<file path="src/rtl/alu_issue_if.sv">
// alu_issue_if: issue-stage bus between decode/hazard logic (master) and the ID/EX register (slave)
//   i_valid/i_stall/i_flush : handshake and hazard controls
//   i_instr/i_pc            : instruction word and its address
//   i_rs_data/i_rt_data     : register-file read values
//   o_*                     : registered ALU drive (valid, op, operands, rd, reg_write, illegal)
interface alu_issue_if #(
    parameter int NB_DATA   = 32,
    parameter int NB_ALU_OP = 6,
    parameter int NB_REG    = 5
);
    logic                 i_valid;
    logic                 i_stall;
    logic                 i_flush;
    logic [NB_DATA-1:0]   i_instr;
    logic [NB_DATA-1:0]   i_pc;
    logic [NB_DATA-1:0]   i_rs_data;
    logic [NB_DATA-1:0]   i_rt_data;
    logic                 o_valid;
    logic [NB_ALU_OP-1:0] o_alu_op;
    logic [NB_DATA-1:0]   o_dato_a;
    logic [NB_DATA-1:0]   o_dato_b;
    logic [NB_REG-1:0]    o_rd_addr;
    logic                 o_reg_write;
    logic                 o_illegal;
    modport master (
        output i_valid, i_stall, i_flush, i_instr, i_pc, i_rs_data, i_rt_data,
        input  o_valid, o_alu_op, o_dato_a, o_dato_b, o_rd_addr, o_reg_write, o_illegal
    );
    modport slave (
        input  i_valid, i_stall, i_flush, i_instr, i_pc, i_rs_data, i_rt_data,
        output o_valid, o_alu_op, o_dato_a, o_dato_b, o_rd_addr, o_reg_write, o_illegal
    );
endinterface

</file>
<file path="src/rtl/alu_issue_stage.sv">
// alu_issue_stage: decodes instructions into ALU op/operands and registers them as ID/EX
//   i_clk, i_reset : clock, synchronous active-high reset
//   bus (slave)    : instruction/operand inputs, stall/flush, registered ALU drive outputs
//   ALU_ISSUE_ILLEGAL_TRAP_EN : sticky o_illegal plus saturating illegal-load counter
module alu_issue_stage #(
    parameter int NB_DATA   = 32,
    parameter int NB_ALU_OP = 6,
    parameter int NB_REG    = 5
) (
    input logic        i_clk,
    input logic        i_reset,
    alu_issue_if.slave bus
);
    localparam logic [NB_ALU_OP-1:0] OP_NOP = '1;
    logic [5:0]           opcode, funct;
    logic [NB_REG-1:0]    rs_f, rt_f, rd_f;
    logic [NB_DATA-1:0]   imm_sext, imm_zext;
    logic                 dec_legal;
    logic [NB_ALU_OP-1:0] dec_op;
    logic [NB_DATA-1:0]   dec_a, dec_b;
    logic [NB_REG-1:0]    dec_rd;
    logic                 load_bubble, load_instr;
    logic                 valid_d, valid_q, we_d, we_q;
    logic [NB_ALU_OP-1:0] op_d, op_q;
    logic [NB_DATA-1:0]   a_d, a_q, b_d, b_q;
    logic [NB_REG-1:0]    rd_d, rd_q;
    assign opcode   = bus.i_instr[31:26];
    assign funct    = bus.i_instr[5:0];
    assign rs_f     = bus.i_instr[25:21];
    assign rt_f     = bus.i_instr[20:16];
    assign rd_f     = bus.i_instr[15:11];
    assign imm_sext = {{(NB_DATA-16){bus.i_instr[15]}}, bus.i_instr[15:0]};
    assign imm_zext = {{(NB_DATA-16){1'b0}}, bus.i_instr[15:0]};
    always_comb begin
        dec_legal = 1'b1;
        dec_op    = OP_NOP;
        dec_a     = '0;
        dec_b     = '0;
        dec_rd    = '0;
        // I-type share A = rs and destination = rt; unsupported opcodes in this group fall to illegal below
        if (opcode[5:3] == 3'b001) begin
            dec_a  = bus.i_rs_data;
            dec_rd = rt_f;
        end
        case (opcode)
            6'b000000: begin
                dec_op = NB_ALU_OP'(funct);
                dec_b  = bus.i_rt_data;
                dec_rd = rd_f;
                case (funct)
                    6'b100001, 6'b100011, 6'b100100, 6'b100101,
                    6'b100110, 6'b100111, 6'b101010: dec_a = bus.i_rs_data;
                    6'b000000, 6'b000010, 6'b000011: dec_a = {{(NB_DATA-5){1'b0}}, bus.i_instr[10:6]};
                    6'b000100, 6'b000110, 6'b000111: dec_a = {{(NB_DATA-5){1'b0}}, bus.i_rs_data[4:0]};
                    6'b001001: begin
                        dec_a = bus.i_pc;
                        dec_b = '0;
                    end
                    default: dec_legal = 1'b0;
                endcase
            end
            6'b001001: begin dec_op = 6'b100001; dec_b = imm_sext; end
            6'b001010: begin dec_op = 6'b101010; dec_b = imm_sext; end
            6'b001100: begin dec_op = 6'b100100; dec_b = imm_zext; end
            6'b001101: begin dec_op = 6'b100101; dec_b = imm_zext; end
            6'b001110: begin dec_op = 6'b100110; dec_b = imm_zext; end
            6'b001111: begin dec_op = 6'b001111; dec_b = imm_zext; end
            6'b000011: begin
                dec_op = 6'b001001;
                dec_a  = bus.i_pc;
                dec_rd = '1;
            end
            default: dec_legal = 1'b0;
        endcase
    end
    assign load_bubble = bus.i_flush || (!bus.i_stall && !bus.i_valid);
    assign load_instr  = !bus.i_flush && !bus.i_stall && bus.i_valid;
    always_comb begin
        valid_d = valid_q;
        op_d    = op_q;
        a_d     = a_q;
        b_d     = b_q;
        rd_d    = rd_q;
        we_d    = we_q;
        // illegal instructions issue as a valid bubble
        if (load_bubble || (load_instr && !dec_legal)) begin
            valid_d = load_instr;
            op_d    = OP_NOP;
            a_d     = '0;
            b_d     = '0;
            rd_d    = '0;
            we_d    = 1'b0;
        end else if (load_instr) begin
            valid_d = 1'b1;
            op_d    = dec_op;
            a_d     = dec_a;
            b_d     = dec_b;
            rd_d    = dec_rd;
            we_d    = |dec_rd;
        end
    end
    always_ff @(posedge i_clk) begin
        if (i_reset) begin
            valid_q <= 1'b0;
            op_q    <= OP_NOP;
            a_q     <= '0;
            b_q     <= '0;
            rd_q    <= '0;
            we_q    <= 1'b0;
        end else begin
            valid_q <= valid_d;
            op_q    <= op_d;
            a_q     <= a_d;
            b_q     <= b_d;
            rd_q    <= rd_d;
            we_q    <= we_d;
        end
    end
    assign bus.o_valid     = valid_q;
    assign bus.o_alu_op    = op_q;
    assign bus.o_dato_a    = a_q;
    assign bus.o_dato_b    = b_q;
    assign bus.o_rd_addr   = rd_q;
    assign bus.o_reg_write = we_q;
`ifdef ALU_ISSUE_ILLEGAL_TRAP_EN
    logic       illegal_hit, illegal_d, illegal_q;
    logic [7:0] illegal_cnt_d, illegal_cnt_q;
    always_comb begin
        illegal_hit   = load_instr && !dec_legal;
        illegal_d     = illegal_q | illegal_hit;
        illegal_cnt_d = (illegal_hit && illegal_cnt_q != 8'hFF) ? illegal_cnt_q + 8'd1 : illegal_cnt_q;
    end
    always_ff @(posedge i_clk) begin
        if (i_reset) begin
            illegal_q     <= 1'b0;
            illegal_cnt_q <= 8'd0;
        end else begin
            illegal_q     <= illegal_d;
            illegal_cnt_q <= illegal_cnt_d;
        end
    end
    assign bus.o_illegal = illegal_q;
`else
    assign bus.o_illegal = 1'b0;
`endif
endmodule

</file>
<file path="src/flat_wrapper.sv">
// flat-port wrapper written by rule: the top's interface ports become plain ports
module alu_issue_stage_flat 
#(
    parameter int NB_DATA   = 32,
    parameter int NB_ALU_OP = 6,
    parameter int NB_REG    = 5
)
  (i_clk, i_reset, bus_i_valid, bus_i_stall, bus_i_flush, bus_i_instr, bus_i_pc, bus_i_rs_data, bus_i_rt_data, bus_o_valid, bus_o_alu_op, bus_o_dato_a, bus_o_dato_b, bus_o_rd_addr, bus_o_reg_write, bus_o_illegal);
  alu_issue_if #(.NB_DATA(NB_DATA), .NB_ALU_OP(NB_ALU_OP), .NB_REG(NB_REG)) bus_i ();
  input logic i_clk;
  input logic i_reset;
  input wire logic [$bits(bus_i.i_valid)-1:0] bus_i_valid;
  input wire logic [$bits(bus_i.i_stall)-1:0] bus_i_stall;
  input wire logic [$bits(bus_i.i_flush)-1:0] bus_i_flush;
  input wire logic [$bits(bus_i.i_instr)-1:0] bus_i_instr;
  input wire logic [$bits(bus_i.i_pc)-1:0] bus_i_pc;
  input wire logic [$bits(bus_i.i_rs_data)-1:0] bus_i_rs_data;
  input wire logic [$bits(bus_i.i_rt_data)-1:0] bus_i_rt_data;
  output wire logic [$bits(bus_i.o_valid)-1:0] bus_o_valid;
  output wire logic [$bits(bus_i.o_alu_op)-1:0] bus_o_alu_op;
  output wire logic [$bits(bus_i.o_dato_a)-1:0] bus_o_dato_a;
  output wire logic [$bits(bus_i.o_dato_b)-1:0] bus_o_dato_b;
  output wire logic [$bits(bus_i.o_rd_addr)-1:0] bus_o_rd_addr;
  output wire logic [$bits(bus_i.o_reg_write)-1:0] bus_o_reg_write;
  output wire logic [$bits(bus_i.o_illegal)-1:0] bus_o_illegal;
  assign bus_i.i_valid = bus_i_valid;
  assign bus_i.i_stall = bus_i_stall;
  assign bus_i.i_flush = bus_i_flush;
  assign bus_i.i_instr = bus_i_instr;
  assign bus_i.i_pc = bus_i_pc;
  assign bus_i.i_rs_data = bus_i_rs_data;
  assign bus_i.i_rt_data = bus_i_rt_data;
  assign bus_o_valid = bus_i.o_valid;
  assign bus_o_alu_op = bus_i.o_alu_op;
  assign bus_o_dato_a = bus_i.o_dato_a;
  assign bus_o_dato_b = bus_i.o_dato_b;
  assign bus_o_rd_addr = bus_i.o_rd_addr;
  assign bus_o_reg_write = bus_i.o_reg_write;
  assign bus_o_illegal = bus_i.o_illegal;
  alu_issue_stage #(.NB_DATA(NB_DATA), .NB_ALU_OP(NB_ALU_OP), .NB_REG(NB_REG)) u_core (.i_clk(i_clk), .i_reset(i_reset), .bus(bus_i));
endmodule
</file>
<file path="config.mk">
export PLATFORM = sky130hd
export DESIGN_NAME = alu_issue_stage_flat
export DESIGN_NICKNAME = d
export VERILOG_FILES = /design/src/rtl/alu_issue_if.sv /design/src/rtl/alu_issue_stage.sv /design/src/flat_wrapper.sv
export SDC_FILE = /design/constraint.sdc
export NUM_CORES = 1
export LEC_CHECK = 0
export BUFFER_PORTS_ARGS = -buffer_cell sky130_fd_sc_hd__buf_2
export CAP_MARGIN = 25
export CORE_ASPECT_RATIO = 0.6
export CORE_MARGIN = 2
export CORE_UTILIZATION = 24
export DETAILED_ROUTE_END_ITERATION = 6
export GPL_TIMING_DRIVEN = 0
export PLACE_DENSITY_LB_ADDON = 0.08
export RECOVER_POWER = 50
export SLEW_MARGIN = 20
export SYNTH_ARGS = -nofsm -noshare
export SYNTH_HDL_FRONTEND = slang
export SYNTH_SLANG_ARGS = --single-unit
</file>
<file path="constraint.sdc">
create_clock -name i_clk -period 2.04 [get_ports i_clk]
set_clock_uncertainty 0.05 [all_clocks]
set_input_delay 0.102 -clock i_clk [delete_from_list [all_inputs] [get_ports i_clk]]
set_output_delay 0.102 -clock i_clk [all_outputs]
set_load 0.02 [all_outputs]
</file>
==> results of run 1 <==
[state kept, by name, summed over array words and instances (netlist names)]
name	count
u_core.bus.o_reg_write	1
u_core.bus.o_dato_b	32
u_core.bus.o_rd_addr	5
u_core.bus.o_dato_a	32
u_core.bus.o_valid	1
u_core.bus.o_alu_op	6
[routing by layer]
metal / GRT usage [%] / share of wire (%)
met5: 0 / 0
met4: 4.08 / 0.96
met3: 5.33 / 8.8
met2: 28.3 / 42
met1: 26.0 / 49
[cells in the mapped netlist (2+ instances only)]
cell type | n | area [µm²]
and3_1 | 2 | 12.5
clkbuf_1 | 22 | 82.6
a31oi_1 | 43 | 269
o21bai_1 | 2 | 15.0
inv_1 | 2 | 7.51
a211oi_1 | 9 | 67.6
nand2_1 | 66 | 248
nor4bb_1 | 2 | 20.0
nor4_4 | 2 | 42.5
nand3_1 | 28 | 140
o211ai_1 | 4 | 30.0
buf_2 | 18 | 90.1
buf_4 | 3 | 22.5
a21oi_1 | 3 | 15.0
o21ai_0 | 3 | 15.0
and2_1 | 5 | 31.3
a221oi_1 | 28 | 245
o2111ai_1 | 2 | 17.5
or4_1 | 2 | 15.0
o21a_1 | 2 | 15.0
buf_6 | 4 | 45.0
a2bb2oi_1 | 16 | 140
o21ai_1 | 3 | 15.0
nand2b_1 | 2 | 12.5
xor2_1 | 2 | 17.5
nor2_1 | 50 | 188
nor3_1 | 20 | 100
a21boi_0 | 2 | 15.0
dfxtp_1 | 77 | 1540
[final cells by class]
class / instances / area [µm²] / share of cell area [%]
repair buffers: 257 / 1470 / 25.5
well taps: 203 / 254 / 4.40
clock inverters: 3 / 68.8 / 1.19
clock buffers: 12 / 256 / 4.44
flip-flops and latches: 77 / 1540 / 26.7
multi-input cells: 323 / 1940 / 33.5
plain buffers: 47 / 240 / 4.16
inverters: 2 / 7.51 / 0.130
[power by group through the flow]
stage | clock network (mW) | logic, mW | registers, mW
2_1_floorplan | 0 | 0.177 | 1.57
3_3_place_gp | 0 | 0.407 | 1.55
3_5_place_dp | 0 | 0.409 | 1.55
4_1_cts | 1.83 | 0.494 | 1.52
5_1_grt | 1.89 | 0.537 | 1.52
6_report | 1.77 | 0.492 | 1.52
[how the worst min path moves through the flow]
| stage | from | to |
|---|---|---|
| 2_1_floorplan | bus_i_stall | u_core.bus.o_valid$_SDFFE_PP0P_ |
| 4_1_cts | bus_i_pc[18] | u_core.bus.o_dato_a[18]$_SDFFE_PP0P_ |
| 5_1_grt | bus_i_pc[18] | u_core.bus.o_dato_a[18]$_SDFFE_PP0P_ |
| 6_report | bus_i_pc[18] | u_core.bus.o_dato_a[18]$_SDFFE_PP0P_ |
| 3_5_place_dp | bus_i_stall | u_core.bus.o_valid$_SDFFE_PP0P_ |
| 3_3_place_gp | bus_i_stall | u_core.bus.o_valid$_SDFFE_PP0P_ |
[stage by stage]
stage          TNS [ns]  power, mW
2_1_floorplan         0       1.74
3_3_place_gp     -10.40       1.96
3_5_place_dp     -11.88       1.96
4_1_cts               0       3.84
5_1_grt               0       3.95
6_report              0       3.78
[critical path: stages]
cell	delay, ns
buf_2	0.11
buf_6	0.13
nor4_4	0.33
o2111ai_1	0.21
a21oi_2	0.54
buf_2	0.34
nand2_1	0.09
a31oi_1	0.16
[cell families after synthesis]
| group | share of synthesized area (%) |
|---|---|
| AOI/OAI and AO/OA | 25.9 |
| xor gates and xnor gates | 0.472 |
| buffers and inverters | 6.67 |
| DFF | 41.5 |
| muxes | 0.269 |
| other | 0.101 |
| and+or+nand+nor | 25.1 |
[repair_timing]
action	4_1_cts	5_1_grt
endpoints found under the hold margin	33	0
resized for setup	1	1
hold buffers	56	0
cloned	0	0
pin swaps	0	0
setup endpoints to repair	23	9
==> run_results.csv, run 1 <==
group,metric,value,unit
sta,slew_headroom,49.8,%
job,maxCapViolCount,0,
synth,ys.warnings.count,0,
sta,setup_viol,0,
layout,layout_commonest_cell,"buf_2",
synth,async_flop_share,0,%
sta,min_period_over_period,89.3,%
routing,vias_per_cell,4.86,
place,dpl_cell_area,4970,µm²
synth,synth_edf_count,0,
pwr,clockPowerShare,46.8,%
synth,synth_flop_cell,"dfxtp_1",
clock_tree,post_cts_buffers,0,
outcome,outcome,"complete, no violations",
clock_tree,cts_tree,"done",
pwr,p_sw,0.894,mW
worst_setup_path,cp-startpoint,"bus_i_instr[27]",
worst_setup_path,critPathArrivalTime,2.02,ns
worst_setup_path,reg2reg_depth,2,
place,place_ws,-0.447,ns
clock_tree,cts_buffers,9,
clock_tree,clkTransAtPathRegs,0.06,ns
worst_setup_path,worst-path-max-fanout,10,
routing,firstDrtPassIters,5,
grt,grt_usage,18.6,%
clock_tree,cts_buffer_depth,2,
floorplan,initial_core_util,24.4,%
routing,avgRoutedWirePerCell,17.0,µm
worst_hold_path,min_path_type,"input pin to flop",
synth,ys_ff_latch,77,
worst_setup_path,rrSetupSlack,1.20,ns
synth,yosysUniqueCellTypes,54,
pwr,leakagePower,2.13,nW
pwr,p_per_area,655,nW/µm²
worst_setup_path,path_class,"input pin to flop",
place,port_buffers,201,
synth,synth.avg_cell_area,8.27,µm²
place,numPlacedInstances,853,
routing,wl,15.7,mm
synth,syn-num-nets,582,
worst_setup_path,r2r-start,"u_core.bus.o_alu_op[1]$_SDFFE_PP1P_",
clock_tree,worstSkewPairLatency,0.33,ns
pwr,internal_power,2.89,mW
layout,drive_gt1_share,24.3,%
routing,postRouteAntennaNets,0,
synth,yosysSeqAreaShare,41.5,%
worst_setup_path,cp-start-kind,"input pin",
routing,drt_iter0_markers,208,
synth,syn_inst,449,
routing,drc,0,
layout,nets,850,
floorplan,std_cell_rows,35,
sta,layout_min_cycle_time,1.82,ns
sta,worstMarginPinSlew,0.752,ns
grt,grt_max_degree,13,
grt,grt_pass1_wl,23.5,mm
pwr,power_frac_seq,40.2,%
floorplan,core,15200,µm²
layout,most-common-layout-cells,"buf_2 (142), clkbuf_1 (100), dfxtp_1 (77), nand2_1 (66), dlygate4sd3_1 (56)",
floorplan,die_h,100,µm
sta,fmax,549,MHz
sta,final-hold-violation-count,0,
worst_setup_path,endpoint,"u_core.bus.o_dato_a[8]$_SDFFE_PP0P_",
layout,fin_area,5780,µm²
sta,whs,0.0132,ns
worst_setup_path,r2r-end,"u_core.bus.o_alu_op[1]$_SDFFE_PP1P_",
place,dpl.hpwl,11.9,mm
layout,area_delta_synth_final,55.5,%
routing,vias,4494,
layout,fillers,1638,
pwr,ir_worst_vdd,0.000335,V
sta,setup_ws,0.218,ns
worst_setup_path,worst_ep_required_time,2.24,ns
place,gp_congestion,0.796,
layout,antennaDiodeCount,0,
layout,fin_cells,924,
layout,fin_util,37.9,%
pwr,power.share.switching,23.6,%
clock_tree,cts-root-buf,"clkbuf_16",
synth,syn_area,3710,µm²
sta,grt_setup_unrepaired,"no",
grt,grt_pass1_vias,4314,
grt,gr-total-overflow,0,
clock_tree,numClockSinks,77,
worst_setup_path,cp-end-kind,"flop",
pwr,combinationalPowerShare,13.0,%
worst_hold_path,hold_depth,3,
clock_tree,htreeDepth,3,
floorplan,pin_count,211,
floorplan,dieArea,16500,µm²
grt,antenna_found_initial,0,
floorplan,die_w,165,µm
sta,finalMaxSlewViolations,0,
Note: power is estimated with default switching activity, not from simulation.
==> run 2: changes to the inputs <==
- clock period: 2.04 -> 2.35 ns (I/O delays scaled with it)
==> run 2 against run 1 <==
Sequential power fell by 13%. Hold slack got worse by 0.0037 ns. Sequential cell count did not move. Register-to-register slack improved by 0.31 ns. Count of clock-buffer cells in the layout did not move. Utilization fell by 1.1 points. Sequential share of layout area rose by 0.76 points. Critical path depth rose by 2. Power fell by 14%. Combinational power fell by 17%. Routed wire length fell by 0.99%. Via count fell by 2.0%.
==> run_results.csv, run 2 (synthesis results as in run 1) <==
group,metric,value,unit
layout,drive_gt1_share,25.7,%
pwr,p_per_area,581,nW/µm²
routing,firstDrtPassIters,4,
floorplan,std_cell_rows,35,
place,place_ws,-0.153,ns
layout,antennaDiodeCount,0,
worst_setup_path,critPathArrivalTime,2.34,ns
pwr,leakagePower,2.08,nW
clock_tree,cts-root-buf,"clkbuf_16",
sta,slew_headroom,50.5,%
floorplan,die_h,100,µm
grt,grt_pass1_wl,23.1,mm
place,gp_congestion,0.796,
sta,finalMaxSlewViolations,0,
clock_tree,numClockSinks,77,
floorplan,die_w,165,µm
sta,setup_ws,0.188,ns
floorplan,core,15200,µm²
sta,layout_min_cycle_time,2.16,ns
clock_tree,cts_buffer_depth,2,
sta,setup_viol,0,
place,dpl.hpwl,11.9,mm
routing,postRouteAntennaNets,0,
worst_setup_path,cp-start-kind,"input pin",
clock_tree,worstSkewPairLatency,0.33,ns
place,port_buffers,201,
worst_setup_path,cp-end-kind,"flop",
worst_setup_path,worst-path-max-fanout,10,
layout,layout_commonest_cell,"buf_2",
job,maxCapViolCount,0,
floorplan,dieArea,16500,µm²
clock_tree,cts_tree,"done",
clock_tree,htreeDepth,3,
routing,vias,4404,
pwr,ir_worst_vdd,0.000292,V
routing,vias_per_cell,4.85,
layout,fin_util,36.8,%
worst_hold_path,min_path_type,"input pin to flop",
layout,nets,834,
layout,most-common-layout-cells,"buf_2 (143), clkbuf_1 (94), dfxtp_1 (77), nand2_1 (66), nor2_1 (50)",
routing,drc,0,
grt,antenna_found_initial,0,
grt,grt_max_degree,13,
floorplan,initial_core_util,24.4,%
floorplan,pin_count,211,
sta,final-hold-violation-count,0,
worst_setup_path,worst_ep_required_time,2.53,ns
sta,fmax,463,MHz
routing,drt_iter0_markers,205,
routing,avgRoutedWirePerCell,17.1,µm
grt,grt_usage,18.3,%
clock_tree,clkTransAtPathRegs,0.06,ns
worst_setup_path,path_class,"input pin to flop",
routing,wl,15.5,mm
layout,fillers,1658,
grt,grt_pass1_vias,4216,
sta,min_period_over_period,92.0,%
layout,area_delta_synth_final,51.2,%
place,numPlacedInstances,853,
sta,worstMarginPinSlew,0.740,ns
clock_tree,post_cts_buffers,0,
grt,gr-total-overflow,0,
clock_tree,cts_buffers,9,
outcome,outcome,"complete, no violations",
sta,grt_setup_unrepaired,"no",
layout,fin_cells,908,
run 2: final cells by class:
class | count | area (µm²) | share of cell area (%)
Clock inverter | 3 | 68.8 | 1.23
Clock buffer | 12 | 256 | 4.57
Multi-Input combinational cell | 323 | 1930 | 34.4
Inverter | 2 | 7.51 | 0.134
Timing Repair Buffer | 241 | 1310 | 23.4
Buffer | 47 | 246 | 4.39
Tap cell | 203 | 254 | 4.52
Sequential cell | 77 | 1540 | 27.5
run 2: power breakdown:
group | internal [mW] | total [mW] | switching (mW)
registers | 1.31 | 1.32 | 0.00501
clock network | 0.985 | 1.54 | 0.552
logic | 0.191 | 0.406 | 0.216
total | 2.49 | 3.26 | 0.772
run 2: path summary, 6_finish.rpt:
path	startpoint	end	slack (ns)	depth (start not counted)
setup / recovery	bus_i_stall	u_core.bus.o_dato_b[27]$_SDFFE_PP0P_	0.19	10
hold / removal	bus_i_pc[27]	u_core.bus.o_dato_a[27]$_SDFFE_PP0P_	0.009	3
setup reg to reg	u_core.bus.o_alu_op[1]$_SDFFE_PP1P_	u_core.bus.o_alu_op[1]$_SDFFE_PP1P_	1.51	2
hold reg to reg	u_core.bus.o_alu_op[4]$_SDFFE_PP1P_	u_core.bus.o_alu_op[4]$_SDFFE_PP1P_	0.40	1
run 2: timing repair:
action | CTS | global route
hold buffers | 40 | 0
setup endpoints to repair | 0 | 44
resized for setup | 0 | 11
hold endpoints to repair | 32 | 0
run 2: layer usage:
metal,global-route usage (%),part of all wire [%]
met5,0,0
met3,5.33,9.4
met4,4.01,0.80
met1,25.8,48
met2,27.5,41
run 2: critical path: stages:
cell,delay (ns)
dlygate4sd3_1,0.53
buf_2,0.13
nor2_1,0.12
and2_1,0.15
clkbuf_1,0.22
nand2_1,0.15
o41ai_4,0.34
buf_4,0.30
buf_4,0.21
nor2_1,0.06
run 2: metrics by stage:
stage	hold slack [ns]	instance area [µm²]	power [mW]	setup TNS (ns)
5_1_grt	0.00425	5620	3.41	0
2_1_floorplan	0.176	3710	1.51	0
3_5_place_dp	0.305	4970	1.70	-1.60
6_report	0.00949	5620	3.26	0
4_1_cts	0.000334	5700	3.32	0
3_3_place_gp	0.299	4970	1.70	-0.865
